[config.mk]
export PLATFORM = sky130hd
export DESIGN_NAME = sr04_meas_sched
export DESIGN_NICKNAME = d
export VERILOG_FILES = /design/src/rtl/sr04_pkg.sv /design/src/rtl/rr_arbiter.sv /design/src/rtl/sr04_meas_sched.sv
export SDC_FILE = /design/constraint.sdc
export NUM_CORES = 1
export LEC_CHECK = 0
export ABC_AREA = 1
export CORE_ASPECT_RATIO = 1.5
export CORE_MARGIN = 3
export CORE_UTILIZATION = 56
export DETAILED_ROUTE_END_ITERATION = 12
export PLACE_DENSITY = 0.79
export SETUP_SLACK_MARGIN = 0.2
export SLEW_MARGIN = 20
export SYNTH_ARGS = -nofsm -noshare
export SYNTH_HDL_FRONTEND = slang
export SYNTH_SLANG_ARGS = --single-unit
[constraint.sdc]
create_clock -name iClk -period 2.11 [get_ports iClk]
set_input_delay 0.422 -clock iClk [delete_from_list [all_inputs] [get_ports iClk]]
set_output_delay 0.422 -clock iClk [all_outputs]
set_load 0.02 [all_outputs]
[src/rtl/sr04_pkg.sv]
// sr04_pkg: constants and types shared by the SR04 controller and its measurement
// scheduler.
// Contents:
//   SR04_DIST_W, SR04_DIST_MAX   distance bus width and clamp ceiling (cm)
//   SR04_GAP_MS, SR04_TIMEOUT_MS inter-shot settling gap and echo timeout (ms)
//   SR04_MS_W                    width of the shared millisecond counter
//   SR04_PTR_W                   width of the round-robin pointer (up to 4 requesters)
//   state_t                      scheduler FSM encoding
//   onehot_to_idx()              one-hot grant to requester index
package sr04_pkg;

  localparam int unsigned SR04_DIST_W     = 9;
  localparam int unsigned SR04_DIST_MAX   = 400;
  localparam int unsigned SR04_GAP_MS     = 60;
  localparam int unsigned SR04_TIMEOUT_MS = 30;
  // Wide enough for whichever of the gap or timeout windows is longer.
  localparam int unsigned SR04_MS_W       = 7;
  localparam int unsigned SR04_PTR_W      = 2;

  typedef enum logic [2:0] {
    StIdle,
    StStart,
    StWait,
    StGap,
    StReport
  } state_t;

  function automatic logic [SR04_PTR_W-1:0] onehot_to_idx(input logic [3:0] oh);
    logic [SR04_PTR_W-1:0] idx;
    idx = '0;
    for (int i = 0; i < 4; i++) begin
      if (oh[i]) idx = SR04_PTR_W'(i);
    end
    return idx;
  endfunction

endpackage

[src/rtl/rr_arbiter.sv]
// rr_arbiter: combinational round-robin pick among N_REQ level requests.
// The search starts one past the last served requester, so a requester is only
// picked again after every other pending requester has had a turn.
// Ports:
//   req  in   N_REQ       pending requests
//   ptr  in   SR04_PTR_W  index of the requester served last
//   gnt  out  N_REQ       one-hot pick, all zero when nothing is pending
module rr_arbiter
  import sr04_pkg::*;
#(
  parameter int unsigned N_REQ = 3
) (
  input  logic [N_REQ-1:0]      req,
  input  logic [SR04_PTR_W-1:0] ptr,
  output logic [N_REQ-1:0]      gnt
);

  always_comb begin
    logic [SR04_PTR_W-1:0] idx;
    gnt = '0;
    idx = '0;
    // Walk from the farthest candidate to the nearest; the nearest pending one wins.
    for (int unsigned i = N_REQ; i >= 1; i--) begin
      idx = SR04_PTR_W'((32'(ptr) + i) % N_REQ);
      if (req[idx]) begin
        gnt      = '0;
        gnt[idx] = 1'b1;
      end
    end
  end

endmodule

[src/rtl/sr04_meas_sched.sv]
// sr04_meas_sched: shares one SR04 sensor among N_REQ requesters. Each grant runs
// 2**AVG_LOG2 trigger/echo shots separated by a settling gap, averages the distances
// and returns one result to the granted requester.
// Ports:
//   iClk       in   1       system clock
//   iRst       in   1       asynchronous reset, active-high
//   imSec      in   1       one-cycle pulse every millisecond
//   iReq       in   N_REQ   level requests, held until the requester's oValid bit
//   oGnt       out  N_REQ   one-hot grant, stable for the whole transaction
//   oStart     out  1       one-cycle start pulse to the SR04 controller
//   iDone      in   1       one-cycle pulse, iDistance valid
//   iErr       in   1       one-cycle pulse, sensor error
//   iDistance  in   DIST_W  measured distance (cm)
//   oDistance  out  DIST_W  averaged result, held between reports
//   oValid     out  N_REQ   one-cycle pulse on the granted requester's bit
//   oErr       out  1       qualifies oValid: transaction aborted, held between reports
module sr04_meas_sched
  import sr04_pkg::*;
#(
  parameter int unsigned N_REQ      = 3,
  parameter int unsigned AVG_LOG2   = 2,
  parameter int unsigned GAP_MS     = SR04_GAP_MS,
  parameter int unsigned TIMEOUT_MS = SR04_TIMEOUT_MS,
  parameter int unsigned DIST_W     = SR04_DIST_W,
  parameter int unsigned DIST_MAX   = SR04_DIST_MAX
) (
  input  logic              iClk,
  input  logic              iRst,
  input  logic              imSec,
  input  logic [N_REQ-1:0]  iReq,
  output logic [N_REQ-1:0]  oGnt,
  output logic              oStart,
  input  logic              iDone,
  input  logic              iErr,
  input  logic [DIST_W-1:0] iDistance,
  output logic [DIST_W-1:0] oDistance,
  output logic [N_REQ-1:0]  oValid,
  output logic              oErr
);

  // Sum of 2**AVG_LOG2 clamped samples cannot overflow this width.
  localparam int unsigned ACC_W = DIST_W + AVG_LOG2;
  localparam int unsigned CNT_W = AVG_LOG2 + 1;

  localparam logic [CNT_W-1:0]     N_SHOTS  = CNT_W'(2 ** AVG_LOG2);
  localparam logic [DIST_W-1:0]    CLAMP    = DIST_W'(DIST_MAX);
  localparam logic [SR04_MS_W-1:0] GAP_LAST = SR04_MS_W'(GAP_MS - 1);
  localparam logic [SR04_MS_W-1:0] TO_LAST  = SR04_MS_W'(TIMEOUT_MS - 1);

  state_t                state;
  logic [SR04_MS_W-1:0]  ms_cnt;
  logic [ACC_W-1:0]      acc;
  logic [CNT_W-1:0]      cnt;
  logic [SR04_PTR_W-1:0] ptr;
  logic [N_REQ-1:0]      pick;
  logic [DIST_W-1:0]     clamped;

  assign clamped = (iDistance > CLAMP) ? CLAMP : iDistance;

  rr_arbiter #(
    .N_REQ (N_REQ)
  ) u_arb (
    .req (iReq),
    .ptr (ptr),
    .gnt (pick)
  );

  // Outputs are registered so that each pulse is visible during the state it names:
  // oStart while in StStart, oValid while in StReport.
  always_ff @(posedge iClk or posedge iRst) begin
    if (iRst) begin
      state     <= StIdle;
      ms_cnt    <= '0;
      acc       <= '0;
      cnt       <= '0;
      ptr       <= '0;
      oGnt      <= '0;
      oStart    <= 1'b0;
      oValid    <= '0;
      oErr      <= 1'b0;
      oDistance <= '0;
    end else begin
      oStart <= 1'b0;
      oValid <= '0;
      unique case (state)
        StIdle: begin
          if (|iReq) begin
            oGnt   <= pick;
            acc    <= '0;
            cnt    <= '0;
            oStart <= 1'b1;
            state  <= StStart;
          end
        end
        StStart: begin
          ms_cnt <= '0;
          state  <= StWait;
        end
        StWait: begin
          if (iErr) begin
            oErr   <= 1'b1;
            oValid <= oGnt;
            state  <= StReport;
          end else if (iDone) begin
            acc    <= acc + ACC_W'(clamped);
            cnt    <= cnt + 1'b1;
            ms_cnt <= '0;
            state  <= StGap;
          end else if (imSec) begin
            if (ms_cnt == TO_LAST) begin
              oErr   <= 1'b1;
              oValid <= oGnt;
              state  <= StReport;
            end else begin
              ms_cnt <= ms_cnt + 1'b1;
            end
          end
        end
        StGap: begin
          if (imSec) begin
            if (ms_cnt == GAP_LAST) begin
              if (cnt == N_SHOTS) begin
                oDistance <= DIST_W'(acc >> AVG_LOG2);
                oErr      <= 1'b0;
                oValid    <= oGnt;
                state     <= StReport;
              end else begin
                oStart <= 1'b1;
                state  <= StStart;
              end
            end else begin
              ms_cnt <= ms_cnt + 1'b1;
            end
          end
        end
        StReport: begin
          ptr   <= onehot_to_idx(4'(oGnt));
          oGnt  <= '0;
          state <= StIdle;
        end
        default: state <= StIdle;
      endcase
    end
  end

endmodule
Word level (Yosys, flattened, before mapping):

Cells that the tools add are included.

* register bits: 43
* bits of input ports: 17
* output and inout port bits: 17
* logic and storage cells: 127

* $add $sub $neg: 6
* divide/modulo/power cells: 3
* magnitude comparators: 7
* equal/unequal tests: 21
* multiplexer cells: 65
* reductions and logical operators: 15

Operators with widths (count)
* 32-bit by 2-bit remainder unit with 32-bit output, second input constant: 3
* 3-bit two-way mux: 22
* 7-bit two-way mux: 6
* 11-bit two-way mux: 3
* 11-bit one-hot mux with 2 select lines: 1
* 7-bit one-hot mux with 3 select lines: 1
* 1-bit two-way mux: 18
* 3-bit one-hot mux with 2 select lines: 3
* 3-bit != test, second input constant: 5
* 2-bit != test, second input constant: 7
* 3-bit one-hot mux with 4 select lines: 1
* 11-bit by 9-bit adder with 11-bit output: 1
* 9-bit greater-than comparator, second input constant: 1
* 2-bit by 3-bit < comparator with 1-bit output, second input constant: 3
* 9-bit two-way mux: 1
* 4-bit != test, second input constant: 2
* 4-bit AND reduction: 2
* 7-bit by 1-bit adder with 7-bit output, second input constant: 1
* 7-bit by 5-bit equality test with 1-bit output, second input constant: 1
* 7-bit by 6-bit equality test with 1-bit output, second input constant: 1
* 7-bit AND reduction: 1
* 2-bit by 2-bit adder with 3-bit output, second input constant: 2
* 1-bit binary-select mux with 2-bit select: 3
* 1-bit demux with 2-bit select: 3
* other kinds (16): 25

Depth between registers and ports, before layout:

* word-level depth: 11
* gate-level depth with buffers: 14
* mapped depth without buffers: 14

Modules after synthesis:

Synthesis repeated with hierarchy kept, for this count alone.

* cell total of the unflattened synthesis: 403
* area, all modules: 2942.8 sq um

Modules (own cells, without submodules)
* sr04_meas_sched: times used 1, cells an instance 355, area an instance 2691.3 sq um, seq. area each 1076.0 sq um
* rr_arbiter: times used 1, cells an instance 48, area an instance 251.5 sq um, seq. area each 0.0 sq um

Worst setup path before layout:

Ideal clock, no wire load.

* kind: in2reg
* from: in iDistance[4]
* to: reg acc[6]
* setup time: 0.123 ns
* arrival time: 2.077 ns
* required time: 1.987 ns
* slack: -0.090 ns
* cell stages on the path: 11
* buffers on the path: 0
* path through: inv_1 > o21ai_0 > a21boi_0 > ha_1 > fa_1 > nand3_1 > nand3_1 > nand2_1 > nand2_1 > o21ai_0 > nand2_1

* longest elaborated chain between the ends: 6

RTL lines
* start: declaration: line sr04_meas_sched.sv:35 `input logic [DIST_W-1:0] iDistance,`
* 9-bit greater-than comparator: line sr04_meas_sched.sv:58 `assign clamped = (iDistance > CLAMP) ? CLAMP : iDistance;`
* 9-bit two-way mux (*): line sr04_meas_sched.sv:58
* 11-bit by 9-bit adder with 11-bit output (*): line sr04_meas_sched.sv:105 `acc <= acc + ACC_W'(clamped);`
* 11-bit two-way mux (*): line sr04_meas_sched.sv:104 `end else if (iDone) begin`
* 11-bit two-way mux (*): line sr04_meas_sched.sv:100 `if (iErr) begin`
* 11-bit one-hot mux with 2 select lines (*): line sr04_meas_sched.sv:85 `unique case (state)`
* end signal: assignment: line sr04_meas_sched.sv:105
* end: declaration: line sr04_meas_sched.sv:52 `logic [ACC_W-1:0] acc;`

Mark *: on every way between the ends. The rest lies on a longest branch, timed or not. The select of a mux whose other input is x is not followed.
A chain may end at the register's enable or synchronous reset.

Final worst setup path:

* from: in iDistance[1]
* to: reg acc[9]

The elaborated chain is that of the path after synthesis.

==> reports/qor.yml <==
tightest_slew_ns: 0.311
syn_nets: 446
fmax_ghz: 0.512
cpMostUsedCell: "nand2_1"
cp-startpoint: "iDistance[1]"
port_buffers: 33
grt_max_degree: 44
initial_core_util_pct: 59.1
p_per_area_nw_per_um2: 574
critPathLaunchType: "primary input"
hp-class: "in -> async"
gp_congestion: 0.867
grt_pass1_wl_um: 12500
fin_worst_hold_slack_ns: 0.482
slew_headroom_pct: 79.2
synthArstFlopShare_pct: 100
outcome: "finished, final reports clean"
p_leak_nw: 1.99
drv_slew: 0
final_antenna_net_count: 0
synth_most_common_cell: "nand2_1"
grt_pass1_vias: 2917
synth.avg_cell_area_um2: 7.04
final_cells: 540
critPathMaxFanout: 5
nNetsFinal: 506
track_usage_pct: 25.8
area_growth_pct: 31.6
n_antenna_cell: 0
min_period_over_period_pct: 92.6
synth-seq-area-share_pct: 37.0
dr.pass1.iters: 4
critical_path.endpoint_type: "register"
path_clk_slew_ns: 0.08
path_class: "in -> reg"
maxCapViolations: 0
synth_top_area_cell: "dfrtp_1"
drc: 0
gr-total-overflow: 0
synth_edf_count: 0
cpPeakStageDelay_ns: 0.32
cts_tree: "yes"
final_hold_viol_count: 0
cts-root-buf: "clkbuf_8"
ios: 34
insertion_delay_ns: 0.29
dp.final_hpwl_um: 5470
vias_per_cell: 5.26
crit_chain: "buf_8 -> nor4_4 -> o21ai_4 -> a21boi_1 -> ha_4 -> nand2_1 -> inv_1 -> nand2_1 -> nand2_1 -> nand2_1 -> nand3_1 -> nand2_2 -> nand2_1 -> nand2_1 -> nor2_1"
cp_data_arrival_time_ns: 2.14
synth_cell_types: 32
peakVddDrop_uv: 288
antenna_found_initial: 0
rr_startpoint: "state[2]$_DFFE_PP0P_"
rsz0062_at_grt: "yes"
drive_gt1_share_pct: 18.8
core_um2: 4930
clockBufferDepth: 2
drt_iter0_drc: 204
h-tree-depth: 2
chipWidth_um: 64.9
netlist_top_cells_count: "nand2_1 (136), inv_1 (61), dfrtp_1 (43)"
synth-seq-cells: 43
synth-main-ff-cell: "dfrtp_1"
wl_um: 7220
die_y_um: 94.3
n_fill_cell: 405
post-synth-top-area-fraction_pct: 37.0
die_area_um2: 6110
synth_warnings: 0
wire_per_inst_um: 13.4
cts_num_sinks: 43
synthTopCellsByArea: "dfrtp_1 (37%), nand2_1 (18%), inv_1 (7.9%), ha_1 (6.5%), nand3_1 (5.7%)"
clock-skew-final_ns: 0.00736
dpl.cell_count: 524
tns_ns: 0
vias: 2842
fin_crit_ns: 1.95
setup_viol: 0
fin_total_pwr_mw: 2.20
cts_buffers: 5
required_ns: 2.29
rows: 31
crit_slowest_cell: "nor4_4"
syn_inst: 413
syn_area_um2: 2910
==> worst max-delay path: cells and delay by family <==
kind | cells | cell delay [ns]
AOI/OAI and AO/OA | 2 | 0.34
adders and majority gates | 1 | 0.27
buffers and inverters | 2 | 0.17
and+or+nand+nor | 10 | 0.92
==> power breakdown <==
group | internal (mW) | total (mW) | switching [mW]
Combinational | 0.226 | 0.510 | 0.284
Clock | 0.473 | 0.746 | 0.273
Sequential | 0.871 | 0.940 | 0.0691
==> routing by layer <==
metal	up-vias	routed length [um]	track usage (%)	share of wire, %
met3	19	168	3.35	2.3
li1	1437	-	-	-
met2	61	3950	48.9	55
met5	-	0	0	0
met1	1325	2890	28.5	40
met4	0	199	9.88	2.8
==> repair_timing <==
action,4_1_cts,5_1_grt
gates resized for setup,45,25
hold buffers,0,0
cloned,0,0
buffers inserted,7,1
endpoints found under the setup margin,10,15
pin swaps,20,20
endpoints found under the hold margin,0,0
==> layout by cell type (no fill, tap or decap), types with 3 or more instances in the layout <==
master / synthesis / routed
clkdlybuf4s50_1: 0 / 24
nand2_4: 2 / 3
o21ai_1: 8 / 9
a21boi_1: 0 / 3
a21oi_1: 9 / 6
a211oi_1: 3 / 3
o22ai_1: 4 / 4
ha_4: 0 / 3
buf_6: 1 / 3
nand2_2: 7 / 12
xnor2_2: 0 / 3
nor2_2: 5 / 8
inv_2: 2 / 4
inv_1: 61 / 57
dfrtp_1: 43 / 43
clkdlybuf4s15_1: 0 / 3
nand4_1: 8 / 8
buf_4: 0 / 19
clkbuf_8: 0 / 5
nand3_1: 33 / 30
o21ai_0: 16 / 14
nor2_1: 33 / 30
nand2_1: 136 / 130
ha_1: 15 / 11
==> final timing paths <==
kind,to,slack (ns),cells past startpoint
max in group asynchronous,acc[1]$_DFFE_PP0P_,1.42,3
min,ms_cnt[1]$_DFFE_PP0P_,0.48,3
max,acc[9]$_DFFE_PP0P_,0.16,15
max reg2reg,acc[10]$_DFFE_PP0P_,0.45,10
min in group iClk,oDistance[6]$_DFFE_PP0P_,0.49,2
min reg2reg,oDistance[6]$_DFFE_PP0P_,0.49,2
==> metrics by stage <==
| step | setup slack [ns] | utilization [%] | cell area [um^2] |
|---|---|---|---|
| after global routing | 0.000973 | 77.7 | 3830 |
| after detailed placement | -0.494 | 70.4 | 3470 |
| after global placement | -0.492 | 70.4 | 3470 |
| final | 0.156 | 77.7 | 3830 |
| after CTS | 0.189 | 75.5 | 3720 |
| after floorplan | 0.186 | - | 2950 |
==> state kept, by name (all words and copies together), names as in the netlist <==
register / count
acc: 11
oDistance: 9
ms_cnt: 7
cnt: 3
oGnt: 3
oValid: 3
state: 3
ptr: 2
oErr: 1
oStart: 1
==> kinds of logic after synthesis <==
family | Yosys count | synth area share (%)
XOR/XNOR | 4 | 1.20
AND/OR/NAND/NOR | 232 | 35.4
adder cells (fa/ha/maj) | 16 | 7.14
buffers and inverters | 67 | 8.99
flip-flops | 43 | 37.0
AO/OA/AOI/OAI | 51 | 10.3
==> cell type report <==
cell class                      count  area [um^2]  share of cell area [%]
Clock inverter                      2         60.1                    1.57
Clock buffer                        6         72.6                    1.90
Tap cell                           66         82.6                    2.16
Timing Repair Buffer               56          526                    13.7
Inverter                           64          245                    6.41
Multi-Input combinational cell    303         1770                    46.1
Sequential cell                    43         1080                    28.1
Power figures use the tool's default switching activity.
